**src/rtl/clock_pkg.sv**
```systemverilog
// Shared definitions for the digital clock: FSM encoding, BCD limits and the {hour,min} payload.
package clock_pkg;

  typedef enum logic [1:0] {
    ST_IDLE   = 2'd0,
    ST_ARMED  = 2'd1,
    ST_RING   = 2'd2,
    ST_SNOOZE = 2'd3
  } alarm_state_t;

  localparam logic [7:0] BCD_MAX_MIN  = 8'h59;
  localparam logic [7:0] BCD_MAX_HOUR = 8'h23;

  typedef struct packed {
    logic [7:0] hour;
    logic [7:0] min;
  } bcd_hm_t;

  // True when both bytes are well-formed BCD and inside the 00:00..23:59 range.
  function automatic logic bcd_hm_valid(input logic [7:0] hour, input logic [7:0] min);
    return (hour[3:0] <= 4'd9) && (hour[7:4] <= 4'd9) && (hour <= BCD_MAX_HOUR) &&
           (min[3:0]  <= 4'd9) && (min[7:4]  <= 4'd9) && (min  <= BCD_MAX_MIN);
  endfunction

endpackage

```
**src/rtl/alarm_ring_ctrl_if.sv**
```systemverilog
// Bus between the alarm sequencer and its surroundings (time chain, keypad, LED bank).
interface alarm_ring_ctrl_if;
  import clock_pkg::*;

  logic         tick_1hz;
  logic         alarm_en;
  logic         set_load;
  logic [7:0]   set_hour;
  logic [7:0]   set_min;
  logic [7:0]   cur_hour;
  logic [7:0]   cur_min;
  logic [7:0]   cur_sec;
  logic         snooze_btn;
  logic         stop_btn;
  logic         ringing;
  logic         beep;
  logic [15:0]  led;
  bcd_hm_t      alarm_time;
  bcd_hm_t      next_time;
  logic [2:0]   snooze_cnt;
  alarm_state_t state;

  modport master (
    output tick_1hz, alarm_en, set_load, set_hour, set_min,
           cur_hour, cur_min, cur_sec, snooze_btn, stop_btn,
    input  ringing, beep, led, alarm_time, next_time, snooze_cnt, state
  );

  modport slave (
    input  tick_1hz, alarm_en, set_load, set_hour, set_min,
           cur_hour, cur_min, cur_sec, snooze_btn, stop_btn,
    output ringing, beep, led, alarm_time, next_time, snooze_cnt, state
  );

endinterface

```
**src/rtl/bcd_time_add.sv**
```systemverilog
// Combinational {hour,min} BCD plus 0..59 minutes, wrapping 23:59 -> 00:00.
module bcd_time_add
  import clock_pkg::*;
(
  input  bcd_hm_t    base,
  input  logic [5:0] add_min,
  output bcd_hm_t    sum
);

  logic [6:0] min_bin;
  logic [4:0] hour_bin;
  logic       carry;

  always_comb begin
    min_bin  = 7'(base.min[7:4]) * 7'd10 + 7'(base.min[3:0]) + 7'(add_min);
    carry    = (min_bin >= 7'd60);
    if (carry) min_bin = min_bin - 7'd60;
    hour_bin = 5'(base.hour[7:4]) * 5'd10 + 5'(base.hour[3:0]) + 5'(carry);
    if (hour_bin >= 5'd24) hour_bin = hour_bin - 5'd24;
    sum.min  = {4'(min_bin / 7'd10), 4'(min_bin % 7'd10)};
    sum.hour = {4'(hour_bin / 5'd10), 4'(hour_bin % 5'd10)};
  end

endmodule

```
**src/rtl/alarm_ring_ctrl.sv**
```systemverilog
// Alarm sequencer: holds alarm/next trigger time, runs RING/SNOOZE/dismiss, drives chaser and buzzer.
module alarm_ring_ctrl
  import clock_pkg::*;
#(
  parameter int unsigned SNOOZE_MIN = 5,
  parameter int unsigned MAX_SNOOZE = 3,
  parameter int unsigned RING_SEC   = 60
) (
  input logic              CP,
  input logic              CR,
  alarm_ring_ctrl_if.slave bus
);

  localparam int unsigned CNT_W = 8;
  localparam int unsigned SNZ_W = 3;

  alarm_state_t     state_q, state_n;
  logic [15:0]      led_q, led_n;
  logic             beep_q, beep_n;
  logic             ringing_q, ringing_n;
  bcd_hm_t          alarm_q, alarm_n;
  bcd_hm_t          next_q, next_n;
  logic [SNZ_W-1:0] snz_q, snz_n;
  logic [CNT_W-1:0] cnt_q, cnt_n;

  bcd_hm_t cur_hm;
  bcd_hm_t snooze_time;
  logic    load_ok;
  logic    trigger;

  assign cur_hm = '{hour: bus.cur_hour, min: bus.cur_min};

  bcd_time_add u_snooze_add (
    .base    (cur_hm),
    .add_min (6'(SNOOZE_MIN)),
    .sum     (snooze_time)
  );

  always_ff @(posedge CP) begin
    if (CR) begin
      state_q   <= ST_IDLE;
      led_q     <= '0;
      beep_q    <= 1'b0;
      ringing_q <= 1'b0;
      alarm_q   <= '0;
      next_q    <= '0;
      snz_q     <= '0;
      cnt_q     <= '0;
    end else begin
      state_q   <= state_n;
      led_q     <= led_n;
      beep_q    <= beep_n;
      ringing_q <= ringing_n;
      alarm_q   <= alarm_n;
      next_q    <= next_n;
      snz_q     <= snz_n;
      cnt_q     <= cnt_n;
    end
  end

  always_comb begin
    state_n = state_q;
    led_n   = led_q;
    beep_n  = beep_q;
    next_n  = next_q;
    snz_n   = snz_q;
    cnt_n   = cnt_q;

    load_ok = bus.set_load && bcd_hm_valid(bus.set_hour, bus.set_min);
    alarm_n = load_ok ? bcd_hm_t'({bus.set_hour, bus.set_min}) : alarm_q;
    trigger = bus.tick_1hz && (cur_hm == next_q) && (bus.cur_sec == 8'h00);

    if (!bus.alarm_en) begin
      state_n = ST_IDLE;
      led_n   = '0;
      beep_n  = 1'b0;
      snz_n   = '0;
      cnt_n   = '0;
      next_n  = alarm_n;
    end else begin
      unique case (state_q)
        ST_IDLE: begin
          state_n = ST_ARMED;
          if (load_ok) next_n = alarm_n;
        end
        ST_ARMED, ST_SNOOZE: begin
          // A fresh load re-arms and suppresses a same-cycle trigger.
          if (load_ok) begin
            state_n = ST_ARMED;
            next_n  = alarm_n;
            snz_n   = '0;
          end else if (trigger) begin
            state_n = ST_RING;
            led_n   = 16'h0001;
            beep_n  = 1'b1;
            cnt_n   = '0;
          end
        end
        ST_RING: begin
          // Buttons take precedence over the tick (and over ring expiry).
          if (bus.stop_btn) begin
            state_n = ST_ARMED;
            next_n  = alarm_n;
            snz_n   = '0;
            led_n   = '0;
            beep_n  = 1'b0;
            cnt_n   = '0;
          end else if (bus.snooze_btn && (snz_q < SNZ_W'(MAX_SNOOZE))) begin
            state_n = ST_SNOOZE;
            next_n  = snooze_time;
            snz_n   = snz_q + SNZ_W'(1);
            led_n   = '0;
            beep_n  = 1'b0;
            cnt_n   = '0;
          end else if (bus.tick_1hz) begin
            if (cnt_q == CNT_W'(RING_SEC - 1)) begin
              state_n = ST_ARMED;
              next_n  = alarm_n;
              snz_n   = '0;
              led_n   = '0;
              beep_n  = 1'b0;
              cnt_n   = '0;
            end else begin
              led_n  = {led_q[14:0], led_q[15]};
              beep_n = ~beep_q;
              cnt_n  = cnt_q + CNT_W'(1);
            end
          end
        end
        default: state_n = ST_IDLE;
      endcase
    end

    ringing_n = (state_n == ST_RING);
  end

  assign bus.state      = state_q;
  assign bus.led        = led_q;
  assign bus.beep       = beep_q;
  assign bus.ringing    = ringing_q;
  assign bus.alarm_time = alarm_q;
  assign bus.next_time  = next_q;
  assign bus.snooze_cnt = snz_q;

endmodule

```
**src/flat_wrapper.sv**
```systemverilog
// flat-port wrapper written by rule: the top's interface ports become plain ports
module alarm_ring_ctrl_flat import clock_pkg::*;
#(
  parameter int unsigned SNOOZE_MIN = 5,
  parameter int unsigned MAX_SNOOZE = 3,
  parameter int unsigned RING_SEC   = 60
)
  (CP, CR, bus_tick_1hz, bus_alarm_en, bus_set_load, bus_set_hour, bus_set_min, bus_cur_hour, bus_cur_min, bus_cur_sec, bus_snooze_btn, bus_stop_btn, bus_ringing, bus_beep, bus_led, bus_alarm_time, bus_next_time, bus_snooze_cnt, bus_state);
  alarm_ring_ctrl_if bus_i ();
  input logic CP;
  input logic CR;
  input wire logic [$bits(bus_i.tick_1hz)-1:0] bus_tick_1hz;
  input wire logic [$bits(bus_i.alarm_en)-1:0] bus_alarm_en;
  input wire logic [$bits(bus_i.set_load)-1:0] bus_set_load;
  input wire logic [$bits(bus_i.set_hour)-1:0] bus_set_hour;
  input wire logic [$bits(bus_i.set_min)-1:0] bus_set_min;
  input wire logic [$bits(bus_i.cur_hour)-1:0] bus_cur_hour;
  input wire logic [$bits(bus_i.cur_min)-1:0] bus_cur_min;
  input wire logic [$bits(bus_i.cur_sec)-1:0] bus_cur_sec;
  input wire logic [$bits(bus_i.snooze_btn)-1:0] bus_snooze_btn;
  input wire logic [$bits(bus_i.stop_btn)-1:0] bus_stop_btn;
  output wire logic [$bits(bus_i.ringing)-1:0] bus_ringing;
  output wire logic [$bits(bus_i.beep)-1:0] bus_beep;
  output wire logic [$bits(bus_i.led)-1:0] bus_led;
  output wire logic [$bits(bus_i.alarm_time)-1:0] bus_alarm_time;
  output wire logic [$bits(bus_i.next_time)-1:0] bus_next_time;
  output wire logic [$bits(bus_i.snooze_cnt)-1:0] bus_snooze_cnt;
  output wire logic [$bits(bus_i.state)-1:0] bus_state;
  assign bus_i.tick_1hz = bus_tick_1hz;
  assign bus_i.alarm_en = bus_alarm_en;
  assign bus_i.set_load = bus_set_load;
  assign bus_i.set_hour = bus_set_hour;
  assign bus_i.set_min = bus_set_min;
  assign bus_i.cur_hour = bus_cur_hour;
  assign bus_i.cur_min = bus_cur_min;
  assign bus_i.cur_sec = bus_cur_sec;
  assign bus_i.snooze_btn = bus_snooze_btn;
  assign bus_i.stop_btn = bus_stop_btn;
  assign bus_ringing = bus_i.ringing;
  assign bus_beep = bus_i.beep;
  assign bus_led = bus_i.led;
  assign bus_alarm_time = bus_i.alarm_time;
  assign bus_next_time = bus_i.next_time;
  assign bus_snooze_cnt = bus_i.snooze_cnt;
  assign bus_state = bus_i.state;
  alarm_ring_ctrl #(.SNOOZE_MIN(SNOOZE_MIN), .MAX_SNOOZE(MAX_SNOOZE), .RING_SEC(RING_SEC)) u_core (.CP(CP), .CR(CR), .bus(bus_i));
endmodule
```
**config.mk**
```make
export PLATFORM = sky130hd
export DESIGN_NAME = alarm_ring_ctrl_flat
export DESIGN_NICKNAME = d
export VERILOG_FILES = /design/src/rtl/clock_pkg.sv /design/src/rtl/alarm_ring_ctrl_if.sv /design/src/rtl/bcd_time_add.sv /design/src/rtl/alarm_ring_ctrl.sv /design/src/flat_wrapper.sv
export SDC_FILE = /design/constraint.sdc
export NUM_CORES = 1
export LEC_CHECK = 0
export CORE_ASPECT_RATIO = 1.75
export CORE_MARGIN = 8
export CORE_UTILIZATION = 46
export CTS_CLUSTER_SIZE = 8
export DETAILED_ROUTE_END_ITERATION = 10
export PLACE_DENSITY_LB_ADDON = 0.3
export SLEW_MARGIN = 20
export SYNTH_ARGS = -nofsm -noshare
export SYNTH_HDL_FRONTEND = slang
export SYNTH_HIERARCHICAL = 1
export SYNTH_SLANG_ARGS = --single-unit
```
**constraint.sdc**
```tcl
create_clock -name CP -period 5.9 [get_ports CP]
set_input_delay 1.18 -clock CP [delete_from_list [all_inputs] [get_ports CP]]
set_output_delay 1.18 -clock CP [all_outputs]
set_load 0.005 [all_outputs]
```
Word-level counts from Yosys, hierarchy flattened:

Cells that the tools add are included.

* $add $sub $neg: 8
* mux-type cells: 45
* multipliers: 2
* divide/modulo/power cells: 4
* magnitude comparators: 9
* equal/unequal tests: 14
* bitwise logic cells: 2
* reductions and logical operators: 18

Operators by type and width (number)
* $mux W16: 13
* $pmux W16 S2: 2
* $mux W8: 6
* $eq A16 B16 Y1: 1
* $le A4 B4 Y1 const B: 4
* $pmux W8 S2: 1
* $mux W3: 5
* $mux W2: 7
* $logic_and A1 B1 Y1: 9
* $add A8 B1 Y8 const B: 1
* $eq A8 B6 Y1 const B: 1
* $le A8 B6 Y1 const B: 1
* $le A8 B7 Y1 const B: 1
* $logic_not A8 Y1: 1
* $reduce_and A4 Y1: 2
* $add A7 B3 Y7 const B: 1
* $add A7 B4 Y7: 1
* $div A7 B4 Y7 const B: 1
* $ge A7 B6 Y1 const B: 1
* $mod A7 B4 Y7 const B: 1
* $mux W7: 1
* $sub A7 B6 Y7 const B: 1
* $eq A2 B2 Y1 const B: 3
* $mul A4 B3 Y6 const B: 1
* other kinds (28): 36

* word-level logic and storage cells: 112
* flip-flop bits (word level): 63

Longest topological paths before layout:

Gate-level depths: netlist of the first run.

* word-level depth: 14
* mapped depth: 29
* gate-level depth less buffers: 29

Cells and area by module:

The synthesis of the first run kept the hierarchy.

Modules (own cells, without submodules)
* alarm_ring_ctrl: sequential area each 1261.2 µm², area each 3020.4 µm², times used 1, cells an instance 335
* bcd_time_add: sequential area each 0.0 µm², area each 1385.1 µm², times used 1, cells an instance 166

Worst setup path before layout of the first run:

No wires, ideal clock.

* path kind: input-to-reg
* from: in bus_cur_min[5]
* to: reg u_core.next_q (netlist bit u_core/bus.next_time[10])
* buffers on the path: 0
* slack: -0.441 ns
* setup time: 0.117 ns
* data required time: 5.783 ns
* data arrival time: 6.224 ns
* stages on the path: 28
* path through: ha_1 -> ha_1 -> fa_1 -> ha_1 -> ha_1 -> a211o_1 -> o2111ai_4 -> o22ai_4 -> ha_1 -> fa_1 -> a21o_1 -> a21oi_1 -> xnor2_1 -> nand2_1 -> ha_1 -> inv_1 -> nor3_1 -> xnor2_1 -> ha_1 -> inv_1 -> o221ai_1 -> a22oi_1 -> inv_1 -> nand2_1 -> o21ai_0 -> nand2_1 -> o21ai_0 -> a22o_1

RTL lines
* start: declaration: line flat_wrapper.sv:18 `input wire logic [$bits(bus_i.cur_min)-1:0] bus_cur_min;`
* end signal: assignment: line alarm_ring_ctrl.sv:55 `next_q <= next_n;`
* end: declaration: line alarm_ring_ctrl.sv:22 `bcd_hm_t next_q, next_n;`

==> impl_table.tex, run 1 <==
\begin{tabular}{lr}
\hline
Metric & Value \\
\hline
\multicolumn{2}{l}{\textbf{Pwr}} \\
Leakage Power & between 2 and 3 nW \\
Total net switching power & $\sim$0.76 mW \\
Sw Share & 0.3577 \\
Internal & between 1 and 1.5 mW \\
Flop pwr share & 0.201 \\
Power density normalized to cell area & about 330 mW/mm² \\
Clock group share of total power & 0.244 \\
Part of the power in combinational logic & 0.555 \\
Worst ir drop on vdd & 0.0002162 V \\
\multicolumn{2}{l}{\textbf{Worst setup path}} \\
Depth of the worst register-to-register path & 7 \\
Critical R2R Launch & u\_core/cnt\_q[0] \\
Critical Setup Path Class & primary input to register \\
WP data arrival & about 6.0 ns \\
Critical path peak fanout & 4 \\
Crit path from & bus\_cur\_min[7] \\
Required time of the critical path & 6.12 ns \\
Crit path to & u\_core/bus.next\_time[11] \\
Worst-case register-to-register setup slack & about 3.2 ns \\
Destination of the worst register-to-register timing path & u\_core/bus.next\_time[1] \\
Element type at the critical path start & primary input \\
Critical path endpoint category & register \\
\multicolumn{2}{l}{\textbf{Global routing}} \\
Number of global-route vias before repair & 4704 \\
Number of antenna violations at the first check in global routing & 1 \\
Residual overflow from global routing & 0 \\
Largest net degree at the start of global routing & 54 \\
First-pass GRT wire length & $\sim$23000 µm \\
Overall track demand over capacity in global routing & 0.2131 \\
\multicolumn{2}{l}{\textbf{Die}} \\
Effective utilization at floorplan & 0.4682 \\
Total die area & 0.01309 mm² \\
Top-Level Pins & 102 \\
Row count & 47 \\
Core region area & around 0.0094 mm² \\
Horizontal die dimension & about 90 µm \\
Chip Height & between 100 and 150 µm \\
\multicolumn{2}{l}{\textbf{STA}} \\
Setup repair after global routing missed its margin & yes \\
Peak clock frequency supported by timing & 172.4 MHz \\
Finish-stage setup viols & 0 \\
Final-layout worst hold slack & 0.4590 ns \\
Normalized max-slew margin & 0.3197 \\
Period utilization & 0.9832 \\
Number of max-slew violations in the final report & 0 \\
Measured slew at the worst slew-check pin & approximately 1.0 ns \\
Count of final hold-check violations & 0 \\
Clock skew after layout & around 0.0073 ns \\
Final Critical Period & $\sim$5.8 ns \\
\multicolumn{2}{l}{\textbf{Clocking}} \\
Clock Tree Root & clkbuf\_16 \\
CTS tree & built \\
Clock latency at the later pin of the worst-skew pair & 0.33 ns \\
Clock-pin slew reported for the worst setup and hold paths after clock tree synthesis & 0.05 ns \\
Number of buffers added by the clock tree synthesis step & 9 \\
Clock H-tree levels & 3 \\
Number of sinks on the clock net & 63 \\
Clock tree buffer depth & 2 \\
\multicolumn{2}{l}{\textbf{Synth}} \\
Total of flip-flops plus latches after synthesis & 63 \\
Post-synth design cell area & 0.004405 mm² \\
Post-synthesis async set-or-reset flop share & 0 \\
Post-synthesis simple-gate area fraction & 0.2096 \\
Proportion of synthesized chip area in sequential cells & 0.2863 \\
Commonest register cell after synthesis & dfxtp\_1 \\
Synthesized-area fraction occupied by ao, oa, aoi and oai cells & 0.2212 \\
Ys Warns & 6 \\
Leading cell types by total area after synthesis & dfxtp\_1 29\%, mux2i\_1 7.0\%, ha\_1 6.8\%, nand2\_1 5.4\%, xnor2\_1 4.6\% \\
Distinct cell type count of the synthesized netlist & between 80 and 90 \\
Share of cell area taken by muxes after synthesis & 0.07952 \\
Dominant combinational cell family by area after synthesis & compound AO/OA/AOI/OAI gates \\
Post-Synth XOR/XNOR Area & 0.06049 \\
Cell type with the highest aggregate area in the netlist & dfxtp\_1 \\
Number of enable flip-flop cells after synthesis & 0 \\
Proportion of netlist area held by the largest area contributor & 0.2863 \\
Post-synthesis adder-cell area fraction & 0.09798 \\
Post-synthesis area per instance & 8.793 µm² \\
Mapped Cells & 501 \\
\multicolumn{2}{l}{\textbf{Worst hold path}} \\
Hold Path Cell Cnt & 2 \\
Hold path start & u\_core/bus.alarm\_time[14] \\
Min-delay worst type & register to register \\
\multicolumn{2}{l}{\textbf{Placed design}} \\
IO buf count & around 100 \\
GPL Wtd Cong & about 0.94 \\
Post-Place Cells & 760 \\
Final HPWL from detailed placement & between 10000 and 15000 µm \\
\multicolumn{2}{l}{\textbf{Routing}} \\
Residual DRC count & 0 \\
Via density per instance & roughly 5.6 \\
Starting DRT DRC Count & 230 \\
Drt total wl & about 14000 µm \\
WL/cell & 17.99 µm \\
Number of detailed-route iterations in the first pass & 5 \\
Antenna-violating nets left & 0 \\
Vias & 4437 \\
\multicolumn{2}{l}{\textbf{Cells and area}} \\
Fraction of final layout cells sized beyond drive strength 1 & 0.2395 \\
Total of fill cells in the finished design & 724 \\
Layout Cells excl Fill & just under 800 \\
Signed area change from the synthesized netlist to the final layout & 48.42\% \\
Net total in the final layout & 740 \\
\multicolumn{2}{l}{\textbf{Job}} \\
Total of max-cap violations & 0 \\
\multicolumn{2}{l}{\textbf{Outcome}} \\
Result of the run & complete, no violations \\
\hline
\end{tabular}
[cells in the mapped netlist, types with 4 or more instances]
cell and count:
ha_1 24, clkbuf_1 13, a22o_1 14, o21ai_0 32
nand4_1 10, and2_1 4, buf_2 7, o21a_1 4
xnor2_1 23, nor2_1 27, nand3b_1 4, fa_1 6
nor3_1 9, a31o_2 4, a21oi_1 15, or2_2 4
and3_1 5, o41ai_1 5, inv_1 9, mux2i_1 31
nand3_1 32, a21o_1 13, nand2b_1 4, dfxtp_1 63
nand2_1 63
[power by group through the flow]
stage | clock (mW) | combinational, mW | sequential (mW)
after floorplan | 0 | 0.646 | 0.437
after detailed placement | 0 | 1.04 | 0.438
after global placement | 0 | 1.01 | 0.438
after global routing | 0.549 | 1.28 | 0.428
final | 0.521 | 1.18 | 0.429
after CTS | 0.528 | 1.09 | 0.429
[final cells by class]
| cell class | count | area [µm²] | share of cell area |
|---|---|---|---|
| multi-input combinational | 406 | 3223 | 0.4929 |
| timing repair buffer | 172 | 1550 | 0.2371 |
| sequential | 63 | 1261 | 0.1929 |
| clock buffer | 13 | 280.3 | 0.04286 |
| tap | 122 | 152.6 | 0.02334 |
| inverter | 11 | 43.79 | 0.006697 |
| clock inverter | 3 | 25.02 | 0.003827 |
| antenna | 1 | 2.502 | 0.0003827 |
[repair_timing]
action,4_1_cts,5_1_grt
endpoints found under the setup margin,8,8
hold buffers,0,0
pin swaps,27,27
buffers inserted,9,5
gates resized for setup,21,36
[cell usage in the layout, fill, tap and decap left out, types with 3 or more instances in the layout]
cell type and instances:
o41ai_1 5, o21ai_0 26, nand2_1 61, mux2i_1 31
clkdlybuf4s50_1 94, a211o_1 3, buf_4 69, a21oi_1 14
fa_2 4, conb_1 8, dfxtp_1 63, a21o_1 13
and2_1 3, o21a_1 4, xnor2_2 4, xor2_1 3
ha_1 11, a22o_1 14, o21ai_1 6, inv_1 7
nor2_1 27, or2_2 4, inv_2 3, ha_2 3
nand2b_1 4, xnor2_1 19, buf_6 4, clkbuf_16 9
a31o_2 4, nand3b_1 4, clkbuf_8 4, and3_1 5
nand4_1 10, ha_4 10, nor3_1 8, nand3_1 32
[stage by stage]
stage	TNS (ns)	util	worst slack [ns]	total power, mW	instance area (µm²)
final	0	0.6949	0.09934	2.133	6539
after global routing	-0.2187	0.6949	-0.06226	2.252	6539
after CTS	0	0.6827	0.002865	2.051	6424
after detailed placement	-4.310	0.6360	-0.6440	1.473	5984
after global placement	-3.318	0.6360	-0.4986	1.450	5984
after floorplan	-0.1577	-	-0.08433	1.084	4522
[state kept, by name, summed over array words and instances (netlist names)]
register,flops
u_core/cnt_q,8
u_core/bus.alarm_time,16
u_core/bus.state,2
u_core/bus.ringing,1
u_core/bus.next_time,16
u_core/bus.led,16
u_core/bus.snooze_cnt,3
u_core/bus.beep,1
[worst min-delay path by stage]
stage / to / slack [ns]
2_1_floorplan: u_core/bus.alarm_time[14] / 0.44
3_3_place_gp: u_core/bus.alarm_time[15] / 0.45
3_5_place_dp: u_core/bus.alarm_time[7] / 0.46
4_1_cts: u_core/bus.alarm_time[14] / 0.47
5_1_grt: u_core/bus.alarm_time[7] / 0.47
6_report: u_core/bus.alarm_time[14] / 0.46
[cells by family (layout without fill, tap and decap cells)]
| family | Yosys count | in the layout |
|---|---|---|
| AO/OA/AOI/OAI | 124 | 124 |
| XOR/XNOR | 28 | 28 |
| adder cells (fa/ha/maj) | 31 | 31 |
| buffers and inverters | 37 | 199 |
| flip-flops | 63 | 63 |
| multiplexers | 34 | 34 |
| other | 3 | 9 |
| AND/OR/NAND/NOR | 181 | 181 |
[layer usage]
layer / global-route usage / wire, µm / vias up
met3: 0.04442 / 561 / 41
met1: 0.1978 / 4980 / 2116
li1: - / - / 2148
met4: 0.1299 / 841 / 0
met2: 0.4090 / 7847 / 132
met5: 0 / 0 / -
[worst max-delay path, cell delays in order]
cell       delay, ns
buf_8           0.10
ha_4            0.23
ha_4            0.16
fa_1            0.50
ha_4            0.27
ha_4            0.25
a211o_1         0.32
o2111ai_4       0.10
o22ai_4         0.13
ha_4            0.18
fa_2            0.36
a21o_1          0.18
a21oi_2         0.17
xnor2_2         0.15
nand2_2         0.11
ha_4            0.18
inv_4           0.05
nor3_4          0.04
a22o_1          0.19
a211o_1         0.30
a22oi_2         0.24
nor2_1          0.12
xor2_1          0.15
nand2_1         0.06
o21ai_1         0.08
a22o_1          0.21
No activity file was read; power rests on OpenSTA's default activity.
==> run 2, diff against run 1 <==
- CTS_BUF_LIST: not set -> sky130_fd_sc_hd__clkbuf_16
- MAX_ROUTING_LAYER: not set -> met4
==> impl_table.tex, run 2 (synthesis results as in run 1) <==
\begin{tabular}{lr}
\hline
Metric & Value \\
\hline
\multicolumn{2}{l}{\textbf{Die}} \\
Horizontal die dimension & between 80 and 90 µm \\
Chip Height & 145.5 µm \\
Row count & 47 \\
Top-Level Pins & $\sim$100 \\
Total die area & between 0.01 and 0.015 mm² \\
Core region area & about 0.0094 mm² \\
Effective utilization at floorplan & 0.4682 \\
\multicolumn{2}{l}{\textbf{STA}} \\
Final Critical Period & 5.763 ns \\
Finish-stage setup viols & 0 \\
Count of final hold-check violations & 0 \\
Period utilization & 0.9768 \\
Measured slew at the worst slew-check pin & 1.041 ns \\
Peak clock frequency supported by timing & approximately 170 MHz \\
Clock skew after layout & roughly 0.0056 ns \\
Number of max-slew violations in the final report & 0 \\
Setup repair after global routing missed its margin & yes \\
Setup TNS & 0 ns \\
Normalized max-slew margin & 0.3048 \\
\multicolumn{2}{l}{\textbf{Routing}} \\
Vias & about 4.5k \\
Via density per instance & around 5.7 \\
Residual DRC count & 0 \\
Antenna-violating nets left & 0 \\
WL/cell & 18.33 µm \\
Drt total wl & $\sim$14000 µm \\
Number of detailed-route iterations in the first pass & 5 \\
Starting DRT DRC Count & between 200 and 250 \\
\multicolumn{2}{l}{\textbf{Clocking}} \\
CTS tree & built \\
Clock Tree Root & clkbuf\_16 \\
Number of sinks on the clock net & between 60 and 70 \\
Clock latency at the later pin of the worst-skew pair & around 0.33 ns \\
Clock-pin slew reported for the worst setup and hold paths after clock tree synthesis & about 0.050 ns \\
Clock tree buffer depth & 2 \\
Clock H-tree levels & 3 \\
Hold-fix buffers, CTS & 0 \\
Number of buffers added by the clock tree synthesis step & 9 \\
\multicolumn{2}{l}{\textbf{Worst setup path}} \\
Critical Setup Path Class & primary input to register \\
Critical path endpoint category & register \\
Critical path peak fanout & 4 \\
Worst-case register-to-register setup slack & about 3.2 ns \\
Required time of the critical path & just over 6 ns \\
Element type at the critical path start & primary input \\
Depth of the worst register-to-register path & 7 \\
WP data arrival & 5.99 ns \\
\multicolumn{2}{l}{\textbf{Placed design}} \\
Final HPWL from detailed placement & between 10000 and 15000 µm \\
IO buf count & $\sim$100 \\
GPL Wtd Cong & 0.9743 \\
\multicolumn{2}{l}{\textbf{Cells and area}} \\
Post-layout util & 0.6867 \\
Number of antenna cells inserted & 0 \\
Signed area change from the synthesized netlist to the final layout & 46.66\% \\
Fraction of final layout cells sized beyond drive strength 1 & 0.2254 \\
Most frequent standard cell in the layout excluding fill and tap cells & clkdlybuf4s50\_1 \\
Leading cell types in the layout, fill and taps excluded & 93 x clkdlybuf4s50\_1, 64 x buf\_4, 63 x dfxtp\_1 \\
Net total in the final layout & approximately 730 \\
\multicolumn{2}{l}{\textbf{Global routing}} \\
Overall track demand over capacity in global routing & 0.2210 \\
Largest net degree at the start of global routing & 54 \\
Number of global-route vias before repair & between 4k and 5k \\
First-pass GRT wire length & 22920 µm \\
Number of antenna violations at the first check in global routing & 0 \\
Residual overflow from global routing & 0 \\
\multicolumn{2}{l}{\textbf{Outcome}} \\
Result of the run & complete, no violations \\
\multicolumn{2}{l}{\textbf{Job}} \\
Total of max-cap violations & 0 \\
\multicolumn{2}{l}{\textbf{Pwr}} \\
Worst ir drop on vdd & between 0.0002 and 0.00025 V \\
Power density normalized to cell area & 336.0 mW/mm² \\
Leakage Power & between 2 and 3 nW \\
\multicolumn{2}{l}{\textbf{Worst hold path}} \\
Min-delay worst type & register to register \\
Hold Path Cell Cnt & 2 \\
\hline
\end{tabular}
## run 2: changes by cell type in the layout (fill, tap and decap cells not counted), moves of 3 or more
cell       change
buf_4          -5
buf_6          -3
bufinv_16      +3
clkbuf_8       -4
ha_4           -3
## run 2: layer usage
metal / track usage / up-vias / part of all wire
li1: - / 2130 / -
met3: 0.04029 / 44 / 0.052
met2: 0.4101 / 155 / 0.54
met1: 0.1982 / 2141 / 0.34
met5: - / - / 0
met4: 0.1475 / 0 / 0.062
## run 2: final cells by class
| type | count | area [µm²] |
|---|---|---|
| clock buffers | 9 | 225.2 |
| multi-input cells | 406 | 3176 |
| flip-flops and latches | 63 | 1261 |
| inverters | 11 | 41.29 |
| fillers | 777 | 2948 |
| clock inverters | 7 | 118.9 |
| well taps | 122 | 152.6 |
| repair buffers | 165 | 1486 |
## run 2: what timing repair did
action	CTS	global route
gates resized for setup	16	30
pin swaps	25	27
buffers inserted	3	6
setup endpoints to repair	8	8
## run 2: power by group
part           internal (mW)  switching [mW]  leakage [nW]
registers              0.427         0.00176         0.508
logic                  0.575           0.555          1.98
clock network          0.413           0.200         0.164
## run 2: worst paths after layout
kind	start	end
setup / recovery	bus_cur_min[7]	u_core/bus.next_time[9]
hold / removal	u_core/bus.alarm_time[7]	u_core/bus.alarm_time[7]
hold reg to reg	u_core/bus.alarm_time[7]	u_core/bus.alarm_time[7]
setup reg to reg	u_core/cnt_q[0]	u_core/bus.next_time[0]
## run 2: critical path, cell delays in order
cell,delay [ns]
buf_8,0.10
ha_4,0.23
ha_4,0.15
fa_1,0.51
ha_4,0.27
ha_4,0.24
a211o_1,0.27
o2111ai_4,0.10
o22ai_4,0.13
ha_4,0.18
fa_2,0.36
a21o_1,0.20
a21oi_2,0.17
xnor2_2,0.09
nand2_1,0.09
ha_2,0.17
inv_2,0.05
nor3_4,0.25
xnor2_2,0.13
ha_2,0.20
inv_2,0.04
o221ai_2,0.07
a22oi_2,0.19
buf_4,0.16
xnor2_2,0.07
nand2_1,0.06
o21ai_1,0.08
a22o_1,0.21
## run 2: through the flow
stage          area (µm²)  power, mW  std cells  setup slack (ns)  hold slack (ns)
5_1_grt              6461      2.281        783          -0.08391           0.4872
2_1_floorplan        4522      1.084        506          -0.08433           0.4391
4_1_cts              6362      2.107        777          0.004916           0.4675
3_3_place_gp         5969      1.443        758           -0.4944           0.4509
6_report             6461      2.171        783            0.1369           0.4674
3_5_place_dp         5969      1.465        758           -0.6827           0.4597
==> run 3, diff against run 2 <==
- CORE_ASPECT_RATIO: 1.75 -> 0.6
- CORE_MARGIN: 8 -> 4
- REMOVE_ABC_BUFFERS: not set -> 1
==> impl_table.tex, run 3 (synthesis results as in run 1) <==
\begin{tabular}{lr}
\hline
Metric & Value \\
\hline
\multicolumn{2}{l}{\textbf{Cells and area}} \\
Number of antenna cells inserted & 0 \\
Post-route cell area & 0.006451 mm² \\
Leading cell types in the layout, fill and taps excluded & 93 x clkdlybuf4s50\_1, 71 x buf\_4, 63 x dfxtp\_1 \\
Post-layout util & 0.6969 \\
Net total in the final layout & $\sim$740 \\
Fraction of final layout cells sized beyond drive strength 1 & 0.2373 \\
Most frequent standard cell in the layout excluding fill and tap cells & clkdlybuf4s50\_1 \\
Signed area change from the synthesized netlist to the final layout & 46.44\% \\
\multicolumn{2}{l}{\textbf{Routing}} \\
Antenna-violating nets left & 0 \\
Starting DRT DRC Count & $\sim$340 \\
Via density per instance & 5.596 \\
Vias & approximately 4.5k \\
WL/cell & between 15 and 20 µm \\
Drt total wl & approximately 14000 µm \\
Number of detailed-route iterations in the first pass & 5 \\
Residual DRC count & 0 \\
\multicolumn{2}{l}{\textbf{Clocking}} \\
Clock latency at the later pin of the worst-skew pair & 0.33 ns \\
Clock H-tree levels & 3 \\
Clock-pin slew reported for the worst setup and hold paths after clock tree synthesis & roughly 0.050 ns \\
Number of buffers added by the clock tree synthesis step & 9 \\
Number of sinks on the clock net & 63 \\
CTS tree & built \\
Hold-fix buffers, CTS & 0 \\
Clock tree buffer depth & 2 \\
Clock Tree Root & clkbuf\_16 \\
\multicolumn{2}{l}{\textbf{STA}} \\
Final Critical Period & about 6 ns \\
Finish-stage setup viols & 0 \\
Measured slew at the worst slew-check pin & 1.154 ns \\
Clock skew after layout & 0.006091 ns \\
Period utilization & 0.9881 \\
Setup repair after global routing missed its margin & yes \\
Final-layout worst hold slack & about 0.46 ns \\
Number of max-slew violations in the final report & 0 \\
Count of final hold-check violations & 0 \\
Normalized max-slew margin & 0.2278 \\
Peak clock frequency supported by timing & 171.5 MHz \\
Setup TNS & 0 ns \\
\multicolumn{2}{l}{\textbf{Die}} \\
Horizontal die dimension & 134.3 µm \\
Top-Level Pins & 102 \\
Total die area & roughly 0.011 mm² \\
Effective utilization at floorplan & 0.4759 \\
Core region area & about 0.0093 mm² \\
Chip Height & roughly 84 µm \\
Row count & 27 \\
\multicolumn{2}{l}{\textbf{Placed design}} \\
Post-placement cell area & 0.005921 mm² \\
Final HPWL from detailed placement & about 10000 µm \\
IO buf count & 101 \\
GPL Wtd Cong & between 0.9 and 1 \\
\multicolumn{2}{l}{\textbf{Global routing}} \\
First-pass GRT wire length & $\sim$22000 µm \\
Number of antenna violations at the first check in global routing & 0 \\
Residual overflow from global routing & 0 \\
Overall track demand over capacity in global routing & 0.2477 \\
Largest net degree at the start of global routing & 33 \\
Number of global-route vias before repair & 4375 \\
\multicolumn{2}{l}{\textbf{Worst setup path}} \\
Critical Setup Path Class & primary input to register \\
WP data arrival & 6.04 ns \\
Element type at the critical path start & primary input \\
Critical path endpoint category & register \\
Longest individual stage delay on the worst path & between 0.6 and 0.7 ns \\
Critical path peak fanout & 5 \\
Worst path slowest cell & fa\_2 \\
Critical path's most frequent cell & nand2\_1 \\
Required time of the critical path & 6.11 ns \\
\multicolumn{2}{l}{\textbf{Outcome}} \\
Result of the run & complete, no violations \\
\multicolumn{2}{l}{\textbf{Worst hold path}} \\
Min-delay worst type & register to register \\
\multicolumn{2}{l}{\textbf{Pwr}} \\
Leakage Power & about 2.6 nW \\
Power density normalized to cell area & approximately 320 mW/mm² \\
Worst ir drop on vdd & between 0.0002 and 0.00025 V \\
\multicolumn{2}{l}{\textbf{Job}} \\
Total of max-cap violations & 0 \\
\hline
\end{tabular}
[run 3: what timing repair did]
| action | 4_1_cts | 5_1_grt |
|---|---|---|
| resized for setup | 38 | 29 |
| pin swaps | 27 | 32 |
| buffers inserted | 8 | 3 |
| endpoints found under the setup margin | 8 | 8 |
| hold endpoints to repair | 0 | 0 |
[run 3: final timing paths]
check	cells after the start	end	from	slack, ns
max reg2reg	7	u_core/bus.next_time[10]	u_core/cnt_q[0]	3.04
max	26	u_core/bus.next_time[10]	bus_cur_min[5]	0.07
min reg2reg	2	u_core/bus.alarm_time[15]	u_core/bus.alarm_time[15]	0.46
min	2	u_core/bus.alarm_time[15]	u_core/bus.alarm_time[15]	0.46
[run 3: final cells by class]
class | count | area (µm²)
multi-input combinational | 406 | 3164
fill | 726 | 2805
timing repair buffer | 174 | 1556
sequential | 63 | 1261
clock buffer | 9 | 225.2
tap | 130 | 162.7
inverter | 11 | 41.29
clock inverter | 7 | 40.04
[run 3: per-stage QoR]
stage	cells	worst slack [ns]	power, mW
6_report	800	0.07027	2.062
4_1_cts	797	0.005935	2.004
2_1_floorplan	480	-0.4709	1.051
5_1_grt	800	-0.1202	2.187
3_5_place_dp	773	-1.192	1.453
3_3_place_gp	773	-0.8207	1.425
[run 3: power by group]
part           leakage [nW]  total (mW)  internal, mW  switching, mW
Sequential            0.508       0.428         0.427        0.00136
Clock                 0.122       0.472         0.279          0.193
Combinational          2.02        1.16         0.596          0.564
Total                  2.65        2.06          1.30          0.759
[run 3: critical path: cells and delay by family]
family          cells  cell delay (ns)
buf+inv             4             0.38
compound gates     12             2.48
fa+ha+maj           5             1.57
simple gates        4             0.28
xor+xnor            1             0.16
[run 3: routing by layer]
layer	part of all wire	vias up	routed length (µm)	global-route usage
met2	0.44	179	6088	0.3737
met1	0.46	2121	6325	0.3251
met4	0.020	0	276	0.06747
met5	0	-	0	-
li1	-	2157	-	-
met3	0.077	20	1058	0.07289
